[src/rtl/cgp_eval_ctrl_if.sv]
// cgp_eval_ctrl_if: host handshake plus CGP-array / target-ROM bus of the
// evaluation sequencer. The slave modport is the sequencer's view; the
// master modport is the environment (host, CGP array and target ROM).
interface cgp_eval_ctrl_if #(
    parameter int N_IN    = 10,
    parameter int N_OUT   = 10,
    parameter int SCORE_W = N_IN + $clog2(N_OUT + 1)
);
    logic               start;
    logic               abort;
    logic               busy;
    logic               done;
    logic               early;
    logic [SCORE_W-1:0] score;
    logic [N_IN-1:0]    cgp_in;
    logic [N_OUT-1:0]   cgp_out;
    logic [N_IN-1:0]    exp_addr;
    logic [N_OUT-1:0]   exp_data;

    modport master (
        output start, abort, cgp_out, exp_data,
        input  busy, done, early, score, cgp_in, exp_addr
    );

    modport slave (
        input  start, abort, cgp_out, exp_data,
        output busy, done, early, score, cgp_in, exp_addr
    );
endinterface

[src/rtl/cgp_eval_ctrl.sv]
// cgp_eval_ctrl: sweeps every input vector through a CGP LUT array, waits a
// settle time, samples the response and accumulates the Hamming distance to
// a target truth table read from a synchronous ROM.
// Optional feature: define CGP_EVAL_EARLY_EXIT_EN to stop the sweep as soon
// as the running score exceeds ERR_LIMIT (reported through `early`).
module cgp_eval_ctrl #(
    parameter int N_IN      = 10,
    parameter int N_OUT     = 10,
    parameter int SETTLE    = 2,
    parameter int ERR_LIMIT = 64,
    parameter int SCORE_W   = N_IN + $clog2(N_OUT + 1)
) (
    input  logic            clk,
    input  logic            rst,
    cgp_eval_ctrl_if.slave  bus
);
    localparam int VEC_W = N_IN + 1;
    localparam int CNT_W = (SETTLE > 1) ? $clog2(SETTLE) : 1;
    localparam logic [VEC_W-1:0] LAST_VEC = {1'b0, {N_IN{1'b1}}};
    localparam logic [CNT_W-1:0] CNT_LAST = CNT_W'(SETTLE - 1);

    typedef enum logic [2:0] {
        ST_IDLE,
        ST_APPLY,
        ST_SETTLE,
        ST_SAMPLE,
        ST_DONE
    } state_t;

    state_t             state_q, state_d;
    logic [VEC_W-1:0]   vec_q;        // one spare bit: terminal test never wraps
    logic [CNT_W-1:0]   cnt_q;
    logic [SCORE_W-1:0] score_q;
    logic [SCORE_W-1:0] score_next;
    logic [SCORE_W-1:0] pop;
    logic [N_OUT-1:0]   mismatch;
    logic               run;
    logic               abort_run;
    logic               early_hit;
    logic               early_flag;

    assign run       = (state_q == ST_APPLY) || (state_q == ST_SETTLE) ||
                       (state_q == ST_SAMPLE);
    assign abort_run = bus.abort && run;

    // Mismatch bit count of the current sample and the updated running score.
    always_comb begin
        mismatch = bus.cgp_out ^ bus.exp_data;
        pop      = '0;
        for (int i = 0; i < N_OUT; i++) begin
            pop = pop + SCORE_W'(mismatch[i]);
        end
        score_next = score_q + pop;
    end

`ifdef CGP_EVAL_EARLY_EXIT_EN
    localparam logic [SCORE_W-1:0] LIMIT = SCORE_W'(ERR_LIMIT);
    logic early_q;

    assign early_hit  = (score_next > LIMIT);
    assign early_flag = early_q;

    // Remember whether the sweep was cut short so `early` rides with `done`.
    always_ff @(posedge clk or posedge rst) begin
        if (rst) begin
            early_q <= 1'b0;
        end else if (abort_run || (state_q == ST_IDLE && bus.start)) begin
            early_q <= 1'b0;
        end else if (state_q == ST_SAMPLE) begin
            early_q <= early_hit;
        end
    end
`else
    logic unused_err_limit;

    assign early_hit        = 1'b0;
    assign early_flag       = 1'b0;
    assign unused_err_limit = ^ERR_LIMIT;
`endif

    // State register.
    always_ff @(posedge clk or posedge rst) begin
        // NOTE: sequential state uses <= so every flop samples pre-edge values.
        if (rst) state_q <= ST_IDLE;
        else     state_q <= state_d;
    end

    // Next-state logic; abort of a running sweep overrides every transition.
    always_comb begin
        // NOTE: default first so no path leaves state_d unassigned (no latch).
        state_d = state_q;
        case (state_q)
            ST_IDLE:   if (bus.start) state_d = ST_APPLY;
            ST_APPLY:  state_d = ST_SETTLE;
            ST_SETTLE: if (cnt_q == CNT_LAST) state_d = ST_SAMPLE;
            ST_SAMPLE: state_d = (vec_q == LAST_VEC || early_hit) ? ST_DONE : ST_APPLY;
            ST_DONE:   state_d = ST_IDLE;
            default:   state_d = ST_IDLE;
        endcase
        if (abort_run) state_d = ST_IDLE;
    end

    // Vector, settle counter and score datapath.
    always_ff @(posedge clk or posedge rst) begin
        if (rst) begin
            vec_q   <= '0;
            cnt_q   <= '0;
            score_q <= '0;
        end else if (abort_run) begin
            score_q <= '0;
        end else begin
            case (state_q)
                ST_IDLE: begin
                    if (bus.start) begin
                        vec_q   <= '0;
                        score_q <= '0;
                    end
                end
                ST_APPLY:  cnt_q <= '0;
                ST_SETTLE: cnt_q <= cnt_q + CNT_W'(1);
                ST_SAMPLE: begin
                    score_q <= score_next;
                    vec_q   <= vec_q + VEC_W'(1);
                end
                default: ;
            endcase
        end
    end

    // Outputs decoded from state; the vector bus is parked at 0 outside a run.
    always_comb begin
        bus.busy     = run;
        bus.done     = (state_q == ST_DONE);
        bus.early    = (state_q == ST_DONE) && early_flag;
        bus.score    = score_q;
        bus.cgp_in   = run ? vec_q[N_IN-1:0] : '0;
        bus.exp_addr = run ? vec_q[N_IN-1:0] : '0;
    end
endmodule
[src/flat_wrapper.sv]
// flat-port wrapper written by rule: the top's interface ports become plain ports
module cgp_eval_ctrl_flat 
#(
    parameter int N_IN      = 10,
    parameter int N_OUT     = 10,
    parameter int SETTLE    = 2,
    parameter int ERR_LIMIT = 64,
    parameter int SCORE_W   = N_IN + $clog2(N_OUT + 1)
)
  (clk, rst, bus_start, bus_abort, bus_cgp_out, bus_exp_data, bus_busy, bus_done, bus_early, bus_score, bus_cgp_in, bus_exp_addr);
  cgp_eval_ctrl_if #(.N_IN(N_IN), .N_OUT(N_OUT), .SCORE_W(SCORE_W)) bus_i ();
  input  logic clk;
  input  logic rst;
  input wire logic [$bits(bus_i.start)-1:0] bus_start;
  input wire logic [$bits(bus_i.abort)-1:0] bus_abort;
  input wire logic [$bits(bus_i.cgp_out)-1:0] bus_cgp_out;
  input wire logic [$bits(bus_i.exp_data)-1:0] bus_exp_data;
  output wire logic [$bits(bus_i.busy)-1:0] bus_busy;
  output wire logic [$bits(bus_i.done)-1:0] bus_done;
  output wire logic [$bits(bus_i.early)-1:0] bus_early;
  output wire logic [$bits(bus_i.score)-1:0] bus_score;
  output wire logic [$bits(bus_i.cgp_in)-1:0] bus_cgp_in;
  output wire logic [$bits(bus_i.exp_addr)-1:0] bus_exp_addr;
  assign bus_i.start = bus_start;
  assign bus_i.abort = bus_abort;
  assign bus_i.cgp_out = bus_cgp_out;
  assign bus_i.exp_data = bus_exp_data;
  assign bus_busy = bus_i.busy;
  assign bus_done = bus_i.done;
  assign bus_early = bus_i.early;
  assign bus_score = bus_i.score;
  assign bus_cgp_in = bus_i.cgp_in;
  assign bus_exp_addr = bus_i.exp_addr;
  cgp_eval_ctrl #(.N_IN(N_IN), .N_OUT(N_OUT), .SETTLE(SETTLE), .ERR_LIMIT(ERR_LIMIT), .SCORE_W(SCORE_W)) u_core (.clk(clk), .rst(rst), .bus(bus_i));
endmodule
[config.mk]
export PLATFORM = sky130hd
export DESIGN_NAME = cgp_eval_ctrl_flat
export DESIGN_NICKNAME = d
export VERILOG_FILES = /design/src/rtl/cgp_eval_ctrl_if.sv /design/src/rtl/cgp_eval_ctrl.sv /design/src/flat_wrapper.sv
export SDC_FILE = /design/constraint.sdc
export NUM_CORES = 1
export LEC_CHECK = 0
export ABC_AREA = 1
export CORE_AREA = 5 5 73 75
export CTS_CLUSTER_SIZE = 25
export DETAILED_ROUTE_END_ITERATION = 10
export DIE_AREA = 0 0 78 80
export PLACE_DENSITY = 0.85
export SYNTH_ARGS = -nofsm -noshare
export SYNTH_HDL_FRONTEND = slang
export SYNTH_SLANG_ARGS = --single-unit
[constraint.sdc]
create_clock -name clk -period 10.4 [get_ports clk]
set_input_delay 1.56 -clock clk [delete_from_list [all_inputs] [get_ports clk]]
set_output_delay 1.56 -clock clk [all_outputs]
set_load 0.01 [all_outputs]
==> summary.txt, run 1 <==
Outcome: finished clean
Die area: 6240 sq um
Sink Count: 29
Initial DRC count: 146
# Max-Cap Violations: 0
Hold Fails Final Rpt: 0
Maximum clock path buffer count: 2
Yosys Warn Count: 0
DRT Pass-1 Iters: 4
Commonest cells post-synth: 84 x nand2_1, 54 x inv_1, 29 x dfrtp_1
GRT overflow: 0
CP peak stage delay: 540 ps
CP arrival: 5480 ps
Period Utilization, post-route: 51.0%
H-tree levels: 2
Inserted Clock Buffers: 5
Horiz. Die Dim: 78 um
Mapped Cells: 336
DRC: 0
Period minus WS final: 5310 ps
Setup TNS: 0 ps
Crit path launch type: input pin
Worst slew pin tran: 1080 ps
Crit path max-delay family: adder cells
P_leak: 1.45 nW
Via density: 5.19
Max Transition Viols Final: 0
Area grow syn2layout: 25.9%
GP Congestion: 0.902
Max_slew headroom: 27.7%
Largest net degree at the start of global routing: 30
Register bit total from synthesis: 29
Placed Cells: 433
Crit end category: flip-flop
Cell breakdown of the critical path: clkdlybuf4s50_1 -> xor2_1 -> ha_1 -> fa_1 -> fa_1 -> inv_1 -> fa_1 -> inv_1 -> ha_1 -> inv_1 -> fa_1 -> inv_1 -> nand3_1 -> nand2_1 -> nand2_1 -> nand2_1 -> nand2_1 -> nand4_1 -> o21ai_1
Critical path class: input pin to flip-flop
Nets: 428
CP max FO: 4
Avg WL per Cell: 12.2 um
Post-CTS Setup Repair Bufs: 0
Ys flop type: dfrtp_1
Die height: 80 um
RSZ-0062 raised after global routing: false
Dpl hpwl: 4230 um
Worst-path clk slew: 70 ps
Hold-fix buffers, CTS: 0
Avg Cell Area, Syn: 7.18 sq um
Setup Viol. Count Final: 0
Total GRT Usage: 17.8%
HP Class: flip-flop to flip-flop
CORE AREA: 4600 sq um
Via Count: 2290
CTS tree: yes
Post-synth cell types: 31
Ant diodes: 0
Starting density of the core: 52.5%
Clk Latency, worst-skew pair: 280 ps
Layout cell share with drive strength beyond 1: 6.46%
CP max stage cell: fa_1
Row cnt: 25
Root Buffer: clkbuf_8
Number of flops mapped to enable cells by yosys: 0
Fmax: 0.188 GHz
Cell Area, Synth: 2410 sq um
Worst VDD drop: 0.119 mV
Post-cts repair resize count: 0
Routed WL: 5400 um
Most common cell in the netlist: nand2_1
Synth top area cells: dfrtp_1 30%, nand2_1 13%, inv_1 8.4%
Critical Path RT: 10570 ps
First-pass GRT wire length: 9070 um
R2R Setup Slk: 6880 ps
Area leader, netlist: dfrtp_1
Synth Net Count: 378
Final Instance Count excl. Fillers: 441
Antenna Nets Post-Route: 0
Vias in the first global route: 2199
Fin util: 66.1%
Async SR Flop Fraction: 100%
Share of the synthesized area in the top cell type: 30.1%
IO Port Bufs: 59
Register area share after synthesis: 30.1%
Initial antenna violation count: 0
PD cells: 174 nW/um^2
I/O Pins: 61
WP buf/inv: 5
Final Skew: 7.03 ps
[cells in the final DEF, fill, tap and decap left out, types with 5 or more instances in the layout]
cell and instances:
nand3_1 26, inv_1 54, clkbuf_8 5, nor2_1 28, ha_1 12, nand4_1 20
clkdlybuf4s50_1 59, nand2_1 84, o21ai_0 8, o21ai_1 14, xor2_1 6, xnor2_1 6
fa_1 6, dfrtp_1 29
[final timing paths]
path,startpoint,endpoint,cells past startpoint
setup reg to reg,u_core.bus.score[0]$_DFFE_PP0P_,u_core.bus.score[6]$_DFFE_PP0P_,18
hold reg to reg,u_core.bus.score[4]$_DFFE_PP0P_,u_core.bus.score[4]$_DFFE_PP0P_,2
hold / removal,u_core.bus.score[4]$_DFFE_PP0P_,u_core.bus.score[4]$_DFFE_PP0P_,2
max in group asynchronous,rst,u_core.vec_q[0]$_DFFE_PP0P_,2
setup / recovery,bus_exp_data[0],u_core.bus.score[6]$_DFFE_PP0P_,19
min in group asynchronous,rst,u_core.bus.score[13]$_DFFE_PP0P_,2
[layout make-up]
| class | instances | area, sq um |
|---|---|---|
| flip-flops and latches | 29 | 726 |
| clock buffers | 6 | 72.6 |
| multi-input cells | 232 | 1350 |
| repair buffers | 59 | 591 |
| well taps | 54 | 67.6 |
| fillers | 401 | 1560 |
| clock inverters | 2 | 10.0 |
| inverters | 59 | 226 |
[worst register-to-register path: cells and delay by family (launching register included)]
family | cells | cell delay [ps]
DFF | 1 | 340
and+or+nand+nor | 6 | 510
adders and majority gates | 5 | 2070
AOI/OAI and AO/OA | 1 | 80
buffers and inverters | 6 | 410
[where the power goes]
group / switching, mW / leakage [nW] / total [mW] / internal, mW
Clock: 0.0444 / 0.0450 / 0.0907 / 0.0463
Combinational: 0.184 / 1.01 / 0.298 / 0.114
Sequential: 0.0147 / 0.400 / 0.140 / 0.125
[state kept, by name, summed over array words and instances (netlist names)]
signal            cells
u_core.bus.score     14
u_core.vec_q         11
u_core.state_q        3
u_core.cnt_q          1
[per-layer routing]
metal	wire length (um)	vias to the layer above	global-route usage [%]
met5	0	-	0
met4	55	0	4.90
met3	254	7	4.51
met2	2740	63	31.9
met1	2350	1063	21.0
li1	-	1157	-
[through the flow]
stage	power, mW	hold WS, ps	setup slack, ps	instance area [sq um]
floorplan	0.364	505	5470	2410
global placement	0.429	498	4890	2960
detailed placement	0.439	506	4800	2960
CTS	0.532	522	5100	3040
global route	0.573	546	4870	3040
finish	0.529	520	5090	3040
[logic make-up (layout without fill, tap and decap cells)]
logic type                 Yosys count  in the layout  share of synthesized area, %
buffers and inverters               75            126                          14.2
and+or+nand+nor                    173            173                          33.2
xor gates and xnor gates            12             12                          4.36
adders and majority gates           18             18                          11.2
other                                1              1                         0.155
AOI/OAI and AO/OA                   28             28                          6.85
DFF                                 29             29                          30.1
No activity file was read; power rests on OpenSTA's default activity.
==> run 2, diff against run 1 <==
CORE_AREA = 5 5 76 78   (was 5 5 73 75)
DIE_AREA = 0 0 81 83   (was 0 0 78 80)
PLACE_DENSITY = 0.79   (was 0.85)
clock period = 5.6 ns   (was 10.4 ns; I/O delays follow)
==> run 2 against run 1 <==
Compared with the run above: register-to-register slack worse by 4800 ps; setup slack lost 4100 ps; clock power is 81% higher; core utilization shrank 4.9 points; first-iteration DRC count increased by 7.5%; sequential power up 87%; worst hold slack lost 3.1 ps; sequential share of layout area is 0.20 points lower; largest power group unchanged.
==> summary.txt, run 2 (synthesis gave the netlist of run 1 again) <==
PD cells: 322 nW/um^2 (was 174 nW/um^2)
Horiz. Die Dim: 81 um (was 78 um)
Fmax: 0.218 GHz
CP arrival: 4750 ps (was 5480 ps)
Initial antenna violation count: 0 (unchanged)
RSZ-0062 raised after global routing: false (unchanged)
DRC: 0 (unchanged)
P_leak: 1.45 nW (about the same)
DRT Pass-1 Iters: 6 (was 4)
Die height: 83 um (was 80 um)
Post-DP Area: 2980 sq um (was 2960 sq um)
Place WS: 747 ps (was 4800 ps)
Period Utilization, post-route: 81.8%
P_sw: 0.450 mW (was 0.243 mW)
IO Port Bufs: 59 (unchanged)
Final Power: 0.986 mW (was 0.529 mW)
Switching Share: 45.7% (was 45.9%)
Total GRT Usage: 17.6% (was 17.8%)
Placed Cells: 450 (was 433)
Antenna Nets Post-Route: 0 (unchanged)
Ant diodes: 0 (unchanged)
Vias in the first global route: 2275 (was 2199)
Initial DRC count: 157 (was 146)
Period minus WS final: 4580 ps
Post-CTS Setup Repair Bufs: 0 (unchanged)
Row cnt: 26 (was 25)
HP Class: flip-flop to flip-flop (unchanged)
Die area: 6720 sq um (was 6240 sq um)
Leading cell type in the layout, fill and taps excluded: nand2_1 (unchanged)
Starting density of the core: 48.2% (was 52.5%)
Layout cell share with drive strength beyond 1: 6.19% (was 6.46%)
Sequential share of power: 26.5% (was 26.4%)
Setup Viol. Count Final: 0 (unchanged)
Fin util: 61.1% (was 66.1%)
Area grow syn2layout: 27.0% (was 25.9%)
Via density: 4.95 (was 5.19)
Avg WL per Cell: 12.0 um (was 12.2 um)
Hold_ws: 516 ps (was 520 ps)
H-tree levels: 2 (unchanged)
# Max-Cap Violations: 0 (unchanged)
Max reg flops: 14 (unchanged)
Hold-fix buffers, CTS: 0 (unchanged)
Reg2reg path depth: 18 (unchanged)
Crit end category: flip-flop (unchanged)
GP Congestion: 0.925 (was 0.902)
Design Area, Final: 3060 sq um (was 3040 sq um)
Max Transition Viols Final: 0 (unchanged)
Maximum clock path buffer count: 2 (unchanged)
CORE AREA: 5010 sq um (was 4600 sq um)
Crit path launch type: input pin (unchanged)
Clk Latency, worst-skew pair: 280 ps (about the same)
Via Count: 2265 (was 2290)
Worst-path clk slew: 60 ps (was 70 ps)
Critical path class: input pin to flip-flop (unchanged)
Routed WL: 5490 um (was 5400 um)
Nets: 429 (was 428)
Critical Path RT: 5770 ps (was 10570 ps)
GRT overflow: 0 (unchanged)
Inserted Clock Buffers: 5 (unchanged)
Dpl hpwl: 4270 um (was 4230 um)
First-pass GRT wire length: 9710 um (was 9070 um)
Root Buffer: clkbuf_8 (unchanged)
Power share of the combinational group: 56.8% (was 56.4%)
Final Skew: 2.68 ps (was 7.03 ps)
I/O Pins: 61 (unchanged)
Hold path depth: 2 (unchanged)
Worst VDD drop: 0.233 mV (was 0.119 mV)
Outcome: finished clean (unchanged)
Clk network pwr share: 16.6% (was 17.1%)
P_int: 0.535 mW (was 0.286 mW)
Sink Count: 29 (unchanged)
Post-cts repair resize count: 0 (unchanged)
Final Instance Count excl. Fillers: 458 (was 441)
Final setup margin: 1020 ps (was 5090 ps)
Setup TNS: 0 ps (unchanged)
Largest net degree at the start of global routing: 30 (unchanged)
Hold Fails Final Rpt: 0 (unchanged)
CP max FO: 4 (unchanged)
Commonest cells after routing, fill and taps aside: 84 x nand2_1, 59 x clkdlybuf4s50_1, 54 x inv_1, 29 x dfrtp_1, 28 x nor2_1 (unchanged)
CTS tree: yes (unchanged)
[run 2: cell types whose count changed in the layout (fill, tap and decap cells not counted)]
cell      change
buf_4         +1
clkbuf_1      +2
clkinv_2      -2
[run 2: routing by layer]
metal | GRT usage (%) | wire length, um
met3 | 4.87 | 280
met1 | 21.3 | 2300
met2 | 30.2 | 2890
met5 | 0 | 0
met4 | 4.76 | 25
[run 2: layout make-up]
cell class              count  area (sq um)
well taps                  70          87.6
fillers                   487          1950
flip-flops and latches     29           726
clock buffers               8          80.1
repair buffers             60           598
inverters                  59           226
multi-input cells         232          1350
[run 2: power by group through the flow]
stage                     combinational [mW]  clock (mW)  sequential, mW
after CTS                              0.561       0.170           0.261
after global routing                   0.633       0.180           0.265
after detailed placement               0.557           0           0.265
final                                  0.560       0.164           0.262
after global placement                 0.536           0           0.263
after floorplan                        0.412           0           0.264
[run 2: worst paths after layout]
| kind | slack, ps | startpoint | to |
|---|---|---|---|
| max | 1020 | bus_cgp_out[1] | u_core.bus.score[6]$_DFFE_PP0P_ |
| min | 520 | u_core.bus.score[4]$_DFFE_PP0P_ | u_core.bus.score[4]$_DFFE_PP0P_ |
| max reg2reg | 2080 | u_core.bus.score[0]$_DFFE_PP0P_ | u_core.bus.score[6]$_DFFE_PP0P_ |
| min reg2reg | 520 | u_core.bus.score[4]$_DFFE_PP0P_ | u_core.bus.score[4]$_DFFE_PP0P_ |
| max in group asynchronous | 4400 | rst | u_core.vec_q[4]$_DFFE_PP0P_ |
| min in group asynchronous | 930 | rst | u_core.vec_q[3]$_DFFE_PP0P_ |
[run 2: worst max-delay path, cell delays in order]
cell	delay, ps
clkdlybuf4s50_1	470
xor2_1	150
ha_1	260
fa_1	520
fa_1	540
inv_1	50
fa_1	460
inv_1	70
ha_1	200
inv_1	70
fa_1	390
inv_1	110
nand3_1	70
nand2_1	150
nand2_1	90
nand2_1	90
nand2_1	60
nand4_1	70
o21ai_1	70
==> run 3, diff against run 2 <==
clock period = 4.6 ns   (was 5.6 ns; I/O delays follow)
==> run 3 against run 2 <==
Compared with the run above: power rose by 25%; highest routed layer unchanged; critical path type unchanged; sequential power rose by 21%; sequential cell count unchanged; largest cell class unchanged; wire length is 1.6% higher.
==> summary.txt, run 3 (synthesis gave the netlist of run 1 again) <==
GRT overflow: 0 (unchanged)
Die area: 6720 sq um (unchanged)
Max reg flops: 14 (unchanged)
Critical path class: input pin to flip-flop (unchanged)
HP Class: flip-flop to flip-flop (unchanged)
Leading cell type in the layout, fill and taps excluded: nand2_1 (unchanged)
GP Congestion: 0.932 (was 0.925)
Horiz. Die Dim: 81 um (unchanged)
Reg2Reg Launch Point: u_core.bus.score[0]$_DFFE_PP0P_ (unchanged)
# Max-Cap Violations: 0 (unchanged)
DRC: 0 (unchanged)
R2R Setup Slk: 1160 ps (was 2080 ps)
Hold Startpoint: u_core.bus.score[3]$_DFFE_PP0P_ (was u_core.bus.score[4]$_DFFE_PP0P_)
Final Skew: 4.23 ps (was 2.68 ps)
CP peak stage delay: 550 ps (was 540 ps)
DRT Pass-1 Iters: 4 (was 6)
H-tree levels: 2 (unchanged)
IO Port Bufs: 59 (unchanged)
CP max stage cell: fa_1 (unchanged)
Fmax: 0.231 GHz
Largest net degree at the start of global routing: 30 (unchanged)
Worst VDD drop: 0.306 mV (was 0.233 mV)
Root Buffer: clkbuf_8 (unchanged)
Post-DP Area: 3000 sq um (was 2980 sq um)
Critical Path RT: 4760 ps (was 5770 ps)
Dpl hpwl: 4440 um (was 4270 um)
Worst-path clk slew: 60 ps (about the same)
Antenna Nets Post-Route: 0 (unchanged)
Starting density of the core: 48.2% (unchanged)
Crit path launch type: input pin (unchanged)
Final setup margin: 273 ps (was 1020 ps)
PD cells: 398 nW/um^2 (was 322 nW/um^2)
CP arrival: 4490 ps (was 4750 ps)
I/O Pins: 61 (unchanged)
Fillers: 472 (was 487)
Via density: 4.96 (was 4.95)
Crit Reg-Reg Endpoint: u_core.bus.score[10]$_DFFE_PP0P_ (was u_core.bus.score[6]$_DFFE_PP0P_)
Die height: 83 um (unchanged)
Inserted Clock Buffers: 5 (unchanged)
Commonest cells after routing, fill and taps aside: 83 x nand2_1, 59 x clkdlybuf4s50_1, 54 x inv_1, 29 x dfrtp_1, 28 x nor2_1 (was 84 x nand2_1, 59 x clkdlybuf4s50_1, 54 x inv_1, 29 x dfrtp_1, 28 x nor2_1)
Area grow syn2layout: 28.0% (was 27.0%)
Place WS: -93.1 ps (was 747 ps)
RSZ-0062 raised after global routing: false (unchanged)
Max Transition Viols Final: 0 (unchanged)
Crit end category: flip-flop (unchanged)
CTS tree: yes (unchanged)
Clk Latency, worst-skew pair: 270 ps (was 280 ps)
Ant diodes: 0 (unchanged)
CP max FO: 4 (unchanged)
Reg2reg path depth: 18 (unchanged)
Layout cell share with drive strength beyond 1: 7.20% (was 6.19%)
Avg WL per Cell: 12.2 um (was 12.0 um)
Post-CTS Setup Repair Bufs: 0 (unchanged)
Setup Viol. Count Final: 0 (unchanged)
P_leak: 1.47 nW (was 1.45 nW)
Row cnt: 26 (unchanged)
Initial DRC count: 120 (was 157)
WP buf/inv: 5 (unchanged)
Total GRT Usage: 18.0% (was 17.6%)
Crit path max-delay family: adder cells (unchanged)
CORE AREA: 5010 sq um (unchanged)
Maximum clock path buffer count: 2 (unchanged)
Routed WL: 5580 um (was 5490 um)
Design Area, Final: 3090 sq um (was 3060 sq um)
First-pass GRT wire length: 9920 um (was 9710 um)
Vias in the first global route: 2362 (was 2275)
Cell breakdown of the critical path: clkdlybuf4s50_1 -> xor2_1 -> ha_1 -> fa_1 -> fa_1 -> inv_1 -> fa_1 -> inv_1 -> ha_1 -> inv_1 -> fa_1 -> inv_1 -> nand3_1 -> nand2_2 -> nand2_1 -> nand2_1 -> nand3_1 -> nand4_1 -> nand2_1 (was clkdlybuf4s50_1 -> xor2_1 -> ha_1 -> fa_1 -> fa_1 -> inv_1 -> fa_1 -> inv_1 -> ha_1 -> inv_1 -> fa_1 -> inv_1 -> nand3_1 -> nand2_1 -> nand2_1 -> nand2_1 -> nand2_1 -> nand4_1 -> o21ai_1)
Outcome: finished clean (unchanged)
Period minus WS final: 4330 ps
Hold Fails Final Rpt: 0 (unchanged)
Via Count: 2275 (was 2265)
Period Utilization, post-route: 94.1%
WHS Endpoint: u_core.bus.score[3]$_DFFE_PP0P_ (was u_core.bus.score[4]$_DFFE_PP0P_)
Nets: 431 (was 429)
Hold path depth: 2 (unchanged)
Sink Count: 29 (unchanged)
Initial antenna violation count: 0 (unchanged)
-- run 3: worst max-delay path by stage --
stage | startpoint | endpoint | slack (ps) | depth (start not counted)
4_1_cts | bus_exp_data[1] | u_core.bus.score[10]$_DFFE_PP0P_ | 170 | 19
5_1_grt | bus_exp_data[1] | u_core.bus.score[10]$_DFFE_PP0P_ | 5 | 19
3_3_place_gp | bus_exp_data[0] | u_core.bus.score[10]$_DFFE_PP0P_ | 30 | 19
2_1_floorplan | bus_exp_data[0] | u_core.bus.score[10]$_DFFE_PP0P_ | 540 | 18
6_report | bus_exp_data[1] | u_core.bus.score[10]$_DFFE_PP0P_ | 270 | 19
3_5_place_dp | bus_exp_data[1] | u_core.bus.score[10]$_DFFE_PP0P_ | -90 | 19
-- run 3: routing by layer --
layer / wire [um] / share of wire (%) / global-route usage [%]
met3: 203 / 3.6 / 3.46
met5: 0 / 0 / 0
met2: 3010 / 54 / 32.1
met4: 33 / 0.59 / 4.61
met1: 2340 / 42 / 21.8
-- run 3: tightest hold or removal path: stages (launching register included) --
cell	delay [ps]
dfrtp_1	370
nand2_1	60
o21ai_0	60
-- run 3: through the flow --
| step | instances | power (mW) | utilization [%] | hold slack (ps) | TNS (ps) |
|---|---|---|---|---|---|
| after floorplan | 336 | 0.823 | - | 505 | 0 |
| after global placement | 452 | 1.00 | 59.8 | 498 | 0 |
| after detailed placement | 452 | 1.03 | 59.8 | 514 | -274 |
| after CTS | 459 | 1.24 | 61.6 | 526 | 0 |
| after global routing | 459 | 1.34 | 61.6 | 546 | 0 |
| final | 459 | 1.23 | 61.6 | 519 | 0 |
-- run 3: what timing repair did --
| item | 4_1_cts | 5_1_grt |
|---|---|---|
| setup endpoints to repair | 0 | 3 |
| hold buffers | 0 | 0 |
| gates resized for setup | 0 | 1 |
-- run 3: where the power goes --
part | leakage (nW) | switching, mW | total (mW) | internal (mW)
Clock | 0.0443 | 0.0895 | 0.208 | 0.118
Sequential | 0.400 | 0.0353 | 0.318 | 0.283
Combinational | 1.02 | 0.422 | 0.701 | 0.280
Total | 1.47 | 0.547 | 1.23 | 0.681
-- run 3: area by class of cell --
cell class / instances / area, sq um / share of cell area (%)
Tap cell: 70 / 87.6 / 2.84
Timing Repair Buffer: 62 / 613 / 19.9
Sequential cell: 29 / 726 / 23.5
Multi-Input combinational cell: 232 / 1350 / 43.7
Inverter: 59 / 226 / 7.34
Clock buffer: 7 / 86.3 / 2.80
